===== src/rtl/instr_fetch_unit.sv =====
// -----------------------------------------------------------------------------
// instr_fetch_unit
//   Producer of the instruction stream for decode. Holds the fetch PC, issues
//   word reads to instruction memory, buffers returned words in order and hands
//   {instr, instr_pc} to decode over a valid/ready handshake. Redirects from
//   execute flush the buffer and drop any wrong-path words still in flight.
//
// Ports
//   clk, rst_n                      clock, async active-low reset
//   mem_req_valid/addr/ready        read request channel (word aligned)
//   mem_rsp_valid/data              in-order read return, always accepted
//   instr_valid/instr/instr_pc      buffer head to decode
//   instr_ready                     decode consumes head
//   redirect_valid/redirect_pc      control-flow change (one-cycle pulse)
//
// state | meaning
// BOOT  | first cycle after reset, no request issued
// FETCH | issuing requests while credits allow
// DRAIN | waiting for wrong-path responses to return and be dropped
// -----------------------------------------------------------------------------
module instr_fetch_unit #(
   parameter logic [31:0] RESET_PC  = 32'h0000_0000,
   parameter int unsigned BUF_DEPTH = 2
) (
   input  logic        clk,
   input  logic        rst_n,
   output logic        mem_req_valid,
   output logic [31:0] mem_req_addr,
   input  logic        mem_req_ready,
   input  logic        mem_rsp_valid,
   input  logic [31:0] mem_rsp_data,
   output logic        instr_valid,
   output logic [31:0] instr,
   output logic [31:0] instr_pc,
   input  logic        instr_ready,
   input  logic        redirect_valid,
   input  logic [31:0] redirect_pc
);

   localparam int PTR_W = $clog2(BUF_DEPTH);
   localparam int CNT_W = $clog2(BUF_DEPTH + 1);
   localparam logic [CNT_W:0] DEPTH_C = (CNT_W+1)'(BUF_DEPTH);

   typedef enum logic [1:0] {ST_BOOT, ST_FETCH, ST_DRAIN} state_t;

   state_t           state_q, state_d;
   logic [31:0]      fetch_pc_q, fetch_pc_d;
   logic [CNT_W-1:0] outst_q, outst_d;
   logic [CNT_W-1:0] discard_q, discard_d;
   logic [CNT_W-1:0] count_q, count_d;
   logic [PTR_W-1:0] head_q, head_d;
   logic [PTR_W-1:0] tail_q, tail_d;
   logic [31:0]      buf_instr_q [BUF_DEPTH];
   logic [31:0]      buf_pc_q    [BUF_DEPTH];

   logic             pop_fire, req_fire, rsp_take, push;
   logic             credit_ok;
   logic [CNT_W:0]   inflight;
   logic [31:0]      rsp_pc;
   logic             unused_ok;

   assign pop_fire = (count_q != '0) && instr_ready;
   assign req_fire = mem_req_valid && mem_req_ready;
   // A response with nothing outstanding is a protocol error and is ignored.
   assign rsp_take = mem_rsp_valid && ((outst_q != '0) || (discard_q != '0));
   assign push     = rsp_take && (discard_q == '0) && !redirect_valid;

   // A slot freed by this cycle's pop may be reused immediately; this keeps
   // one instruction per cycle with a 1-cycle memory and two entries.
   assign credit_ok = (({1'b0, outst_q} + {1'b0, count_q}) <
                       (DEPTH_C + (CNT_W+1)'(pop_fire)));

   // Non-dropped in-flight requests are always consecutive words ending just
   // below fetch_pc, so the oldest one's address follows from the count.
   assign rsp_pc = fetch_pc_q - {{(30-CNT_W){1'b0}}, outst_q, 2'b00};

   assign inflight = {1'b0, discard_q} + {1'b0, outst_q}
                   + (CNT_W+1)'(req_fire) - (CNT_W+1)'(rsp_take);

   assign unused_ok = ^{redirect_pc[1:0], inflight[CNT_W]};

   // state register
   always_ff @(posedge clk or negedge rst_n) begin
      if (!rst_n) state_q <= ST_BOOT;
      else        state_q <= state_d;
   end

   // next state
   always_comb begin
      state_d = state_q;
      case (state_q)
         ST_BOOT:  state_d = ST_FETCH;
         ST_FETCH: if (redirect_valid && (discard_d != '0)) state_d = ST_DRAIN;
         ST_DRAIN: if (discard_d == '0) state_d = ST_FETCH;
         default:  state_d = ST_BOOT;
      endcase
   end

   // outputs
   always_comb begin
      mem_req_valid = (state_q == ST_FETCH) && credit_ok;
      mem_req_addr  = fetch_pc_q;
      instr_valid   = (count_q != '0);
      instr         = buf_instr_q[head_q];
      instr_pc      = buf_pc_q[head_q];
   end

   // datapath next state
   always_comb begin
      fetch_pc_d = fetch_pc_q;
      outst_d    = outst_q;
      discard_d  = discard_q;
      count_d    = count_q;
      head_d     = head_q;
      tail_d     = tail_q;
      if (redirect_valid) begin
         // everything still in flight, including a request firing now,
         // becomes wrong-path and is dropped on return
         fetch_pc_d = {redirect_pc[31:2], 2'b00};
         outst_d    = '0;
         discard_d  = inflight[CNT_W-1:0];
         count_d    = '0;
         head_d     = tail_q;
      end else begin
         if (req_fire) fetch_pc_d = fetch_pc_q + 32'd4;
         if (rsp_take && (discard_q != '0)) discard_d = discard_q - CNT_W'(1);
         outst_d = outst_q + CNT_W'(req_fire)
                 - CNT_W'(rsp_take && (discard_q == '0));
         if (push)     tail_d = tail_q + PTR_W'(1);
         if (pop_fire) head_d = head_q + PTR_W'(1);
         count_d = count_q + CNT_W'(push) - CNT_W'(pop_fire);
      end
   end

   always_ff @(posedge clk or negedge rst_n) begin
      if (!rst_n) begin
         fetch_pc_q <= RESET_PC;
         outst_q    <= '0;
         discard_q  <= '0;
         count_q    <= '0;
         head_q     <= '0;
         tail_q     <= '0;
      end else begin
         fetch_pc_q <= fetch_pc_d;
         outst_q    <= outst_d;
         discard_q  <= discard_d;
         count_q    <= count_d;
         head_q     <= head_d;
         tail_q     <= tail_d;
      end
   end

   always_ff @(posedge clk or negedge rst_n) begin
      if (!rst_n) begin
         for (int i = 0; i < BUF_DEPTH; i++) begin
            buf_instr_q[i] <= '0;
            buf_pc_q[i]    <= '0;
         end
      end else if (push) begin
         buf_instr_q[tail_q] <= mem_rsp_data;
         buf_pc_q[tail_q]    <= rsp_pc;
      end
   end

   rsp_has_owner: assert property (@(posedge clk) disable iff (!rst_n)
      mem_rsp_valid |-> ((outst_q != '0) || (discard_q != '0)));

endmodule


===== config.mk =====
export PLATFORM = sky130hd
export DESIGN_NAME = instr_fetch_unit
export DESIGN_NICKNAME = d
export VERILOG_FILES = /design/src/rtl/instr_fetch_unit.sv
export SDC_FILE = /design/constraint.sdc
export NUM_CORES = 1
export LEC_CHECK = 0
export CORE_AREA = 3 3 171 173
export CTS_BUF_LIST = sky130_fd_sc_hd__clkbuf_4
export DETAILED_ROUTE_END_ITERATION = 10
export DIE_AREA = 0 0 174 176
export GPL_TIMING_DRIVEN = 1
export SYNTH_ARGS = -nofsm -noshare
export SYNTH_HDL_FRONTEND = slang
export SYNTH_SLANG_ARGS = --single-unit

===== constraint.sdc =====
create_clock -name clk -period 3.7 [get_ports clk]
set_clock_uncertainty 0.05 [all_clocks]
set_input_delay 0.74 -clock clk [delete_from_list [all_inputs] [get_ports clk]]
set_output_delay 0.74 -clock clk [all_outputs]
set_load 0.005 [all_outputs]

After elaboration in Yosys (flattened, before gate mapping)

Index checks and enable logic that the tools add are counted.

Add/sub/neg operators: 14
Magnitude comparators: 4
Eq/ne operators: 4
Multiplexer cells: 21
Bitwise operators: 3
Reduce and logical (&&, ||, !) cells: 22

Operator list:

| operator                | count |
|---|---|
| $mux W32                | 9 |
| $bwmux W64              | 2 |
| $add A32 B3 Y32 const B | 1 |
| $demux W32 S1           | 1 |
| $sub A32 B4 Y32         | 1 |
| $mux W2                 | 6 |
| $reduce_bool A2 Y1      | 6 |
| $logic_and A1 B1 Y1     | 9 |
| $add A2 B1 Y2           | 3 |
| $logic_not A2 Y1        | 3 |
| $pmux W2 S3             | 1 |
| $sub A2 B1 Y2           | 3 |
| $ge A2 B2 Y1 const B    | 2 |
| $ne A2 B2 Y1 const B    | 2 |
| $not A1 Y2              | 2 |
| $reduce_and A2 Y1       | 2 |
| $add A2 B1 Y3 const A   | 1 |
| $add A2 B2 Y3           | 1 |
| $lt A3 B3 Y1            | 1 |
| $add A1 B1 Y1 const B   | 2 |
| $add A2 B2 Y2           | 1 |
| $eq A2 B1 Y1 const B    | 1 |
| $eq A2 B2 Y1 const B    | 1 |
| $lt A2 B1 Y1 const B    | 1 |
| other kinds (5)         | 6 |

Flip-flop bits (word level): 170
Input bits: 70
Output and inout port bits: 98
Word-level logic and storage cells: 79

Depth between registers and ports, before layout

Gate-level depths: netlist of run 1.

Depth in word-level cells: 13
Gate-level depth with buffers: 11
Gate-level depth less buffers: 11

Worst setup path before layout of run 1

Ideal clock, no wire load.

Kind: reg2reg
From: register outst_q[0]
To: register state_q[0]
Setup time: 138 ps
Data arrival time: 3073 ps
Data required time: 3512 ps
Setup slack: 439 ps
Stages on the path, launching flop included: 12
Path buffers: 1
Clock period less this slack: 3261 ps
Cells stage by stage: dfrtp_1 -> ha_1 -> fa_1 -> nor4bb_1 -> clkbuf_1 -> nand2_1 -> fa_1 -> xnor3_1 -> and3_1 -> a211oi_1 -> o31a_1 -> a31oi_1

Word-level cells in the longest chain between the ends: 11
Elaborated cells on any way between the ends: 19
Those cells by class: 4 x add/sub; 1 x order compare; 2 x eq/ne; 2 x mux; 10 x reduce/logical

Ends and longest elaborated chain:

| what                                   | line | text |
|---|---|---|
| from (decl)                            | 48   | `logic [CNT_W-1:0] outst_q, outst_d;` |
| from (signal assigned)                 | 145  | `outst_q <= outst_d;` |
| $add A2 B2 Y3                          | 70   | `assign credit_ok = (({1'b0, outst_q} + {1'b0, count_q}) <` |
| $lt A3 B3 Y1                           | 70   |  |
| $logic_and A1 B1 Y1                    | 101  | `mem_req_valid = (state_q == ST_FETCH) && credit_ok;` |
| $logic_and A1 B1 Y1                    | 63   | `assign req_fire = mem_req_valid && mem_req_ready;` |
| $add A2 B1 Y2                          | 78   | `+ (CNT_W+1)'(req_fire) - (CNT_W+1)'(rsp_take);` |
| $sub A2 B1 Y2                          | 78   |  |
| $mux W2 (*)                            | 116  | `if (redirect_valid) begin` |
| via discard_d[1]                       | 49   | `logic [CNT_W-1:0] discard_q, discard_d;` |
| $reduce_bool A2 Y1                     | 93   | `ST_FETCH: if (redirect_valid && (discard_d != '0)) state_d = ST_DRAIN;` |
| $logic_and A1 B1 Y1                    | 93   |  |
| $ne A2 B2 Y1 (no source line)          | n/a  |  |
| $reduce_and A2 Y1 (no source line) (*) | n/a  |  |
| to (signal assigned)                   | 85   | `else state_q <= state_d;` |
| to (decl)                              | 46   | `state_t state_q, state_d;` |

Mark *: on every way through the listed nets, which the timed path passes. The rest lies on a longest branch.
A chain may end at the register's enable or synchronous reset.

Worst setup path in the final report of run 1

From: register outst_q[0]
To: output mem_req_valid

Word-level cells in the longest chain between the ends: 3

Ends and longest elaborated chain:

| what                | line | text |
|---|---|---|
| $add A2 B2 Y3       | 70   |  |
| $lt A3 B3 Y1        | 70   |  |
| $logic_and A1 B1 Y1 | 101  |  |
| to (decl)           | 27   | `output logic mem_req_valid,` |

No other way between the ends.

==> results of run 1 <==
worst reg2reg max path: stages (launching register included):
cell,delay (ps)
dfrtp_1,460
ha_1,230
fa_1,390
nor4bb_1,380
nand2_1,240
fa_1,450
xnor3_1,280
mux2i_1,90
a211oi_1,430
o31a_1,170
a31oi_1,40
cell usage after synthesis (8+ instances only):
library cell	instances	area, µm²
or3_1	9	56.30
mux2_2	133	1498
inv_1	12	45.04
ha_1	10	125.1
nand2_1	99	371.6
nor4_1	19	118.9
nor2_1	10	37.54
nand4_1	9	56.30
clkbuf_1	50	187.7
o21ai_0	85	425.4
xnor2_1	45	394.1
nand3_1	11	55.05
and3_1	8	50.05
xor2_1	17	148.9
nor3_1	14	70.07
dfrtp_1	164	4104
state kept, by name, indices dropped and copies added (netlist names):
register,cells
mem_req_addr,30
outst_q,2
buf_instr_q,64
state_q,2
tail_q,1
count_q,2
buf_pc_q,60
head_q,1
discard_q,2
cell families after synthesis:
kind of cell | share of synthesized area
other | 0.0004516
flip-flops | 0.4942
buffers and inverters | 0.03646
XOR/XNOR | 0.06810
AO/OA/AOI/OAI | 0.05982
AND/OR/NAND/NOR | 0.1347
adder cells (fa/ha/maj) | 0.02230
multiplexers | 0.1840
per-layer routing:
| layer | up-vias | GRT usage | share of wire |
|---|---|---|---|
| met5 | - | 0 | 0 |
| met4 | 0 | 0.02714 | 0.0073 |
| met3 | 10 | 0.03204 | 0.044 |
| met2 | 168 | 0.2035 | 0.43 |
| met1 | 2881 | 0.1999 | 0.52 |
| li1 | 2908 | - | - |
final cells by class:
type | count | share of cell area
clock inverters | 14 | 0.01668
multi-input cells | 526 | 0.3708
clock buffers | 18 | 0.01278
flip-flops and latches | 164 | 0.3881
inverters | 12 | 0.004259
well taps | 378 | 0.04472
repair buffers | 171 | 0.1627
final timing paths:
kind	to	slack, ps	cells after the start
setup / recovery	mem_req_valid	210	5
hold / removal	buf_pc_q[56]	260	1
setup reg to reg	state_q[0]	370	10
hold reg to reg	buf_pc_q[37]	440	2
max in group asynchronous	buf_instr_q[25]	2440	2
min in group clk	head_q	430	3
where the power goes:
group          internal [µW]  switching, µW  total (µW)
sequential              2300            362        2670
clock                    488            690        1180
combinational           1470            986        2450
total                   4260           2040        6300
through the flow:
stage / area [µm²] / worst slack [ps] / total power [µW]
final: 10580 / 208.2 / 6297
after global placement: 10260 / 264.5 / 5150
after CTS: 10580 / 135.2 / 6408
after global routing: 10580 / 9.015 / 6774
after floorplan: 8315 / 438.9 / 3949
after detailed placement: 10260 / 185.6 / 5189
==> results.sh, run 1 <==
export IMPL_slew_violations=0
export IMPL_clock_path_buffers=2
export IMPL_area_growth_pct=27.36
export IMPL_fin_hold_ws_ps=256.3
export IMPL_routed_wl_mm=20.40
export IMPL_vias=5967
export IMPL_status="completed"
export IMPL_gp_congestion=0.7685
export IMPL_period_share=0.9437
export IMPL_core_region_area_um2=27780
export IMPL_post_synth_cell_area_avg_um2=10.96
export IMPL_max_slew_margin=0.3454
export IMPL_ys_flop_type="dfrtp_1"
export IMPL_cts_htree_levels=4
export IMPL_slowest_delay_ps=580
export IMPL_leakage_uw=0.004551
export IMPL_utilization=0.3807
export IMPL_ys_warn_count=0
export IMPL_tns_ps=0
export IMPL_ys_ff_latch=164
export IMPL_grt_pass1_vias=6034
export IMPL_grtUsageTotal=0.1355
export IMPL_cts_root_buffer="clkbuf_4"
export IMPL_first_pass_iters=5
export IMPL_worstPathRequired_ps=2910
export IMPL_port_buffer_count=161
export IMPL_dp_cells=1251
export IMPL_insertedDiodeCount=0
export IMPL_final_cell_mix="163 x dfrtp_1, 159 x clkdlybuf4s50_1, 133 x mux2_2"
export IMPL_cts_tree="built"
export IMPL_finalHoldViolations=0
export IMPL_synth_area_um2=8304
export IMPL_drive_above_1_share=0.2044
export IMPL_fmax_mhz=286.4
export IMPL_synth_edf_count=0
export IMPL_core_rowCount=61
export IMPL_path_max_fanout=5
export IMPL_cellPowerDensity_nw_per_um2=595.3
export IMPL_cap_violations=0
export IMPL_critPathLaunch="outst_q[0]"
export IMPL_r2r_start="outst_q[0]"
export IMPL_cts_setup_buffers=0
export IMPL_grt_antenna_before_repair=0
export IMPL_initial_utilization=0.2989
export IMPL_worst_path_buf_inv=1
export IMPL_fin_nets=975
export IMPL_dp_hpwl_mm=14.03
export IMPL_clkLatencyLatePin_ps=540
export IMPL_grt_start_max_net_pins=104
export IMPL_rsz0062_at_grt="false"
export IMPL_grt_pass1_wl_mm=33.50
export IMPL_tightest_slew_ps=981.9
export IMPL_drc=0
export IMPL_cts_sinks=164
export IMPL_die_y_um=176
export IMPL_num_io_pins=168
export IMPL_syn_inst=758
export IMPL_regArea_um2=4105
export IMPL_wl_per_cell_um=15.90
export IMPL_period_needed_ps=3492
export IMPL_drt_iter0_markers=324
export IMPL_cp_cell_sequence="ha_1, fa_1, o21a_1, nor4b_1, clkdlybuf4s50_1"
export IMPL_endpoint_kind="primary output"
export IMPL_vdd_drop_max_mv=0.2571
export IMPL_setup_viol=0
export IMPL_crit_path_start_kind="register"
export IMPL_cts_hold_buf=0
export IMPL_ys_async_sr_fraction=1.000
export IMPL_synth_cell_types=45
export IMPL_path_delay_family="adder cells"
export IMPL_seq_area_frac_synth=0.4942
export IMPL_multi_input_area_um2=3921
export IMPL_stdcell_count=1283
export IMPL_hold_class="in -> async"
export IMPL_vias_per_cell=4.651
export IMPL_arrival_ps=2700
export IMPL_post_cts_resized=0
export IMPL_fp_dieArea_um2=30620
export IMPL_fill_cells=2802
export IMPL_crit_slowest_cell="clkdlybuf4s50_1"
export IMPL_die_width_um=174
export IMPL_grt_overflow_total=0
export IMPL_numCtsBuffers=17
export IMPL_drtAntennaViolNets=0
export IMPL_path_class="reg -> out"
export IMPL_clk_pin_slew_ps=150
export IMPL_layout_commonest_cell="dfrtp_1"
(Power assumes the default switching activity.)
==> run 2, diff against run 1 <==
Settings changed: CORE_AREA 3 3 171 173 to 2 2 170 172, DIE_AREA 0 0 174 176 to 0 0 172 174.
==> run 2 against run 1 <==
Effect of this change:
- combinational power is essentially flat
- critical path depth is the same
- utilization shrank 0.54 points
- first-iteration DRC count shrank 12%
- cell area grew 0.19%
- hold slack lost 48 ps
- sequential cell count is the same
- final cell count grew 0.62%
==> results.sh, run 2 (synthesis gave the netlist of run 1 again) <==
export IMPL_fp_dieArea_um2=29930
export IMPL_initial_utilization=0.2941
export IMPL_cts_root_buffer="clkbuf_4"
export IMPL_status="completed"
export IMPL_leakage_uw=0.004557
export IMPL_dp_hpwl_mm=14.08
export IMPL_r2r_cells=10
export IMPL_tightest_slew_ps=864.4
export IMPL_cts_tree="built"
export IMPL_numCtsBuffers=17
export IMPL_wl_met3_mm=1.154
export IMPL_wl_per_cell_um=15.73
export IMPL_layout_commonest_cell="dfrtp_1"
export IMPL_grt_overflow_total=0
export IMPL_fin_nets=977
export IMPL_clkLatencyLatePin_ps=560
export IMPL_grt_antenna_before_repair=0
export IMPL_setup_viol=0
export IMPL_cts_sinks=164
export IMPL_dp_cells=1259
export IMPL_vdd_drop_max_mv=0.2699
export IMPL_grt_pass1_wl_mm=32.55
export IMPL_finalHoldViolations=0
export IMPL_period_needed_ps=3470
export IMPL_post_cts_resized=0
export IMPL_dr_wl_met2_mm=9.044
export IMPL_largest_register="buf_instr_q"
export IMPL_port_buffer_count=161
export IMPL_die_y_um=174
export IMPL_cts_setup_buffers=0
export IMPL_grt_pass1_vias=6015
export IMPL_path_class="reg -> out"
export IMPL_slowest_delay_ps=560
export IMPL_vias_per_cell=4.585
export IMPL_crit_path_start_kind="register"
export IMPL_path_delay_family="adder cells"
export IMPL_preCtsSetupSlack_ps=120.5
export IMPL_endpoint_kind="primary output"
export IMPL_dr_max_layer_used="met4"
export IMPL_crit_slowest_cell="clkdlybuf4s50_1"
export IMPL_insertedDiodeCount=0
export IMPL_tns_ps=0
export IMPL_routedLengthMet1_mm=9.933
export IMPL_worstPathRequired_ps=2910
export IMPL_core_region_area_um2=28240
export IMPL_vias=5919
export IMPL_clock_path_buffers=2
export IMPL_r2r_setup_slack_ps=290
export IMPL_grtUsageTotal=0.1377
export IMPL_area_growth_pct=27.60
export IMPL_rsz0062_at_grt="false"
export IMPL_setup_ws_ps=229.7
export IMPL_stdcell_count=1291
export IMPL_max_slew_margin=0.4237
export IMPL_cts_hold_buf=0
export IMPL_r2r_end="state_q[0]"
export IMPL_largest_reg_flops=64
export IMPL_final_cell_mix="163 x dfrtp_1, 159 x clkdlybuf4s50_1, 133 x mux2_2"
export IMPL_cp_cell_sequence="ha_1, fa_1, o21a_1, nor4b_1, clkdlybuf4s50_1"
export IMPL_r2r_start="outst_q[0]"
export IMPL_cap_violations=0
export IMPL_fmax_mhz=288.2
export IMPL_hold_class="in -> async"
export IMPL_first_pass_iters=5
export IMPL_core_rowCount=62
export IMPL_drtAntennaViolNets=0
export IMPL_drc=0
export IMPL_path_max_fanout=5
export IMPL_grt_start_max_net_pins=91
export IMPL_num_io_pins=168
export IMPL_gp_congestion=0.7313
export IMPL_cellPowerDensity_nw_per_um2=586.1
export IMPL_die_width_um=172
export IMPL_arrival_ps=2680
export IMPL_routed_wl_mm=20.31
export IMPL_slew_violations=0
export IMPL_period_share=0.9379
export IMPL_worst_path_buf_inv=1
export IMPL_cts_htree_levels=4
export IMPL_clk_pin_slew_ps=170
export IMPL_drive_above_1_share=0.2062
export IMPL_drt_iter0_markers=284
==> run 2: worst max path at each step <==
stage	end	from	depth (start not counted)
CTS	mem_req_valid	outst_q[0]	5
finish	mem_req_valid	outst_q[0]	5
global placement	state_q[0]	mem_req_ready	9
detailed placement	state_q[0]	mem_req_ready	9
global route	state_q[0]	outst_q[0]	10
floorplan	state_q[0]	outst_q[0]	11
==> run 2: power by group <==
| group | total, µW | internal (µW) | switching [µW] |
|---|---|---|---|
| Combinational | 2460 | 1470 | 987 |
| Clock | 1090 | 406 | 679 |
| Sequential | 2670 | 2310 | 362 |
| Total | 6210 | 4180 | 2030 |
==> run 2: area by class of cell <==
cell class,count,area (µm²)
Fill cell,2877,17640
Sequential cell,164,4105
Multi-Input combinational cell,526,3921
Timing Repair Buffer,173,1760
Tap cell,384,480.5
Clock inverter,15,156.4
Clock buffer,17,127.6
Inverter,12,45.04
==> run 2: metrics by stage <==
step,hold WS [ps],area (µm²),power (µW),util
after global routing,199.8,10600,6690,0.3753
after floorplan,394.4,8315,3949,-
after detailed placement,414.7,10310,5197,0.3652
after global placement,406.5,10310,5145,0.3652
final,208.3,10600,6210,0.3753
after CTS,180.3,10600,6334,0.3753
==> run 2: per-layer routing <==
metal  track usage  vias up
met3       0.03097       12
met2        0.2125      149
met4       0.03606        0
met5             0        -
met1        0.1947     2848
li1              -     2910
==> run 3, diff against run 2 <==
Settings changed: CELL_PAD_IN_SITES_DETAIL_PLACEMENT set to 1, CELL_PAD_IN_SITES_GLOBAL_PLACEMENT set to 2, PLACE_DENSITY_LB_ADDON set to 0.1.
==> run 3 against run 2 <==
Effect of this change:
- first-iteration DRC count decreased by 24%
- clock power rose by 16%
- via count increased by 2.2%
- routed wire length grew 11%
==> results.sh, run 3 (synthesis gave the netlist of run 1 again) <==
export IMPL_cts_setup_buffers=0
export IMPL_drive_above_1_share=0.2101
export IMPL_core_rowCount=62
export IMPL_grt_overflow_total=0
export IMPL_final_cell_mix="163 x dfrtp_1, 159 x clkdlybuf4s50_1, 133 x mux2_2"
export IMPL_worst_path_buf_inv=1
export IMPL_grt_pass1_vias=6722
export IMPL_grtUsageTotal=0.1551
export IMPL_crit_slowest_cell="clkdlybuf4s50_1"
export IMPL_path_class="reg -> out"
export IMPL_drc=0
export IMPL_tns_ps=0
export IMPL_hold_class="in -> async"
export IMPL_busiest_layer="met2"
export IMPL_area_growth_pct=28.15
export IMPL_period_needed_ps=3499
export IMPL_post_cts_resized=0
export IMPL_arrival_ps=2710
export IMPL_vias=6047
export IMPL_fin_nets=980
export IMPL_vias_per_cell=4.673
export IMPL_use_met1=0.2054
export IMPL_grt_start_max_net_pins=104
export IMPL_cellPowerDensity_nw_per_um2=603.0
export IMPL_cts_hold_buf=0
export IMPL_utilization=0.3769
export IMPL_cts_sinks=164
export IMPL_numCtsBuffers=17
export IMPL_die_width_um=172
export IMPL_clkLatencyLatePin_ps=560
export IMPL_dp_cells=1262
export IMPL_grtUsageMet2=0.2649
export IMPL_die_y_um=174
export IMPL_wl_per_cell_um=17.41
export IMPL_tightest_slew_ps=1055
export IMPL_rsz0062_at_grt="false"
export IMPL_max_slew_margin=0.2963
export IMPL_preCtsSetupSlack_ps=130.0
export IMPL_endpoint_kind="primary output"
export IMPL_layout_commonest_cell="dfrtp_1"
export IMPL_finalPower_uw=6417
export IMPL_drtAntennaViolNets=0
export IMPL_initial_utilization=0.2941
export IMPL_slowest_delay_ps=570
export IMPL_crit_path_start_kind="register"
export IMPL_path_max_fanout=5
export IMPL_cap_violations=0
export IMPL_largest_reg_flops=64
export IMPL_drt_iter0_markers=217
export IMPL_cts_root_buffer="clkbuf_4"
export IMPL_status="completed"
export IMPL_setup_ws_ps=200.6
export IMPL_first_pass_iters=4
export IMPL_fill_cells=3133
export IMPL_cts_htree_levels=4
export IMPL_period_share=0.9458
export IMPL_slew_violations=0
export IMPL_num_io_pins=168
export IMPL_gr_usage_met3=0.03028
export IMPL_path_delay_family="adder cells"
export IMPL_dp_hpwl_mm=15.83
export IMPL_routed_wl_mm=22.52
export IMPL_clk_pin_slew_ps=150
export IMPL_stdcell_count=1294
export IMPL_setup_viol=0
export IMPL_fmax_mhz=285.8
export IMPL_fp_dieArea_um2=29930
export IMPL_gp_congestion=0.7363
export IMPL_finalHoldViolations=0
export IMPL_grt_antenna_before_repair=1
export IMPL_cp_cell_sequence="ha_1, fa_1, o21a_1, nor4b_1, clkdlybuf4s50_1"
export IMPL_vdd_drop_max_mv=0.2894
export IMPL_worstPathRequired_ps=2910
export IMPL_largest_register="buf_instr_q"
export IMPL_grt_pass1_wl_mm=36.23
export IMPL_core_region_area_um2=28240
export IMPL_leakage_uw=0.004580
export IMPL_cts_tree="built"
export IMPL_port_buffer_count=161
export IMPL_clock_path_buffers=2
## run 3: area by class of cell
| cell class | instances | area, µm² | share of cell area |
|---|---|---|---|
| Antenna cell | 1 | 2.502 | 0.0002352 |
| Clock buffer | 17 | 127.6 | 0.01199 |
| Clock inverter | 14 | 214.0 | 0.02011 |
| Inverter | 12 | 45.04 | 0.004233 |
| Multi-Input combinational cell | 526 | 3921 | 0.3685 |
| Sequential cell | 164 | 4105 | 0.3858 |
| Tap cell | 384 | 480.5 | 0.04515 |
| Timing Repair Buffer | 176 | 1745 | 0.1640 |
## run 3: per-layer routing
layer	share of wire	vias up	routed length [µm]
li1	-	2908	-
met2	0.49	117	11020
met3	0.033	8	745
met4	0.0064	0	144
met5	0	-	0
met1	0.47	3014	10610
## run 3: metrics by stage
stage	hold slack (ps)	cell area, µm²
after floorplan	394.4	8315
after global placement	405.0	10300
after detailed placement	417.6	10300
after CTS	250.1	10640
after global routing	215.1	10640
final	215.2	10640
## run 3: path summary, 6_finish.rpt
path	start	end	slack, ps	cells past startpoint
setup / recovery	outst_q[0]	mem_req_valid	200	5
hold / removal	rst_n	buf_instr_q[51]	220	1
setup reg to reg	outst_q[0]	state_q[0]	280	10
hold reg to reg	buf_pc_q[14]	buf_pc_q[14]	440	2
max in group asynchronous	rst_n	buf_instr_q[54]	2440	2
min in group clk	buf_pc_q[14]	buf_pc_q[14]	440	2
## run 3: worst register-to-register path, stage by stage, from the launching register on
cell      delay [ps]
dfrtp_1          480
ha_1             240
fa_1             380
nor4bb_1         430
nand2_1          270
fa_1             450
xnor3_1          290
mux2i_1          100
a211oi_1         430
o31a_1           170
a31oi_1           40
## run 3: power breakdown
group / total (µW) / switching [µW] / internal (µW)
clock: 1260 / 699 / 558
sequential: 2660 / 354 / 2310
combinational: 2500 / 1030 / 1470
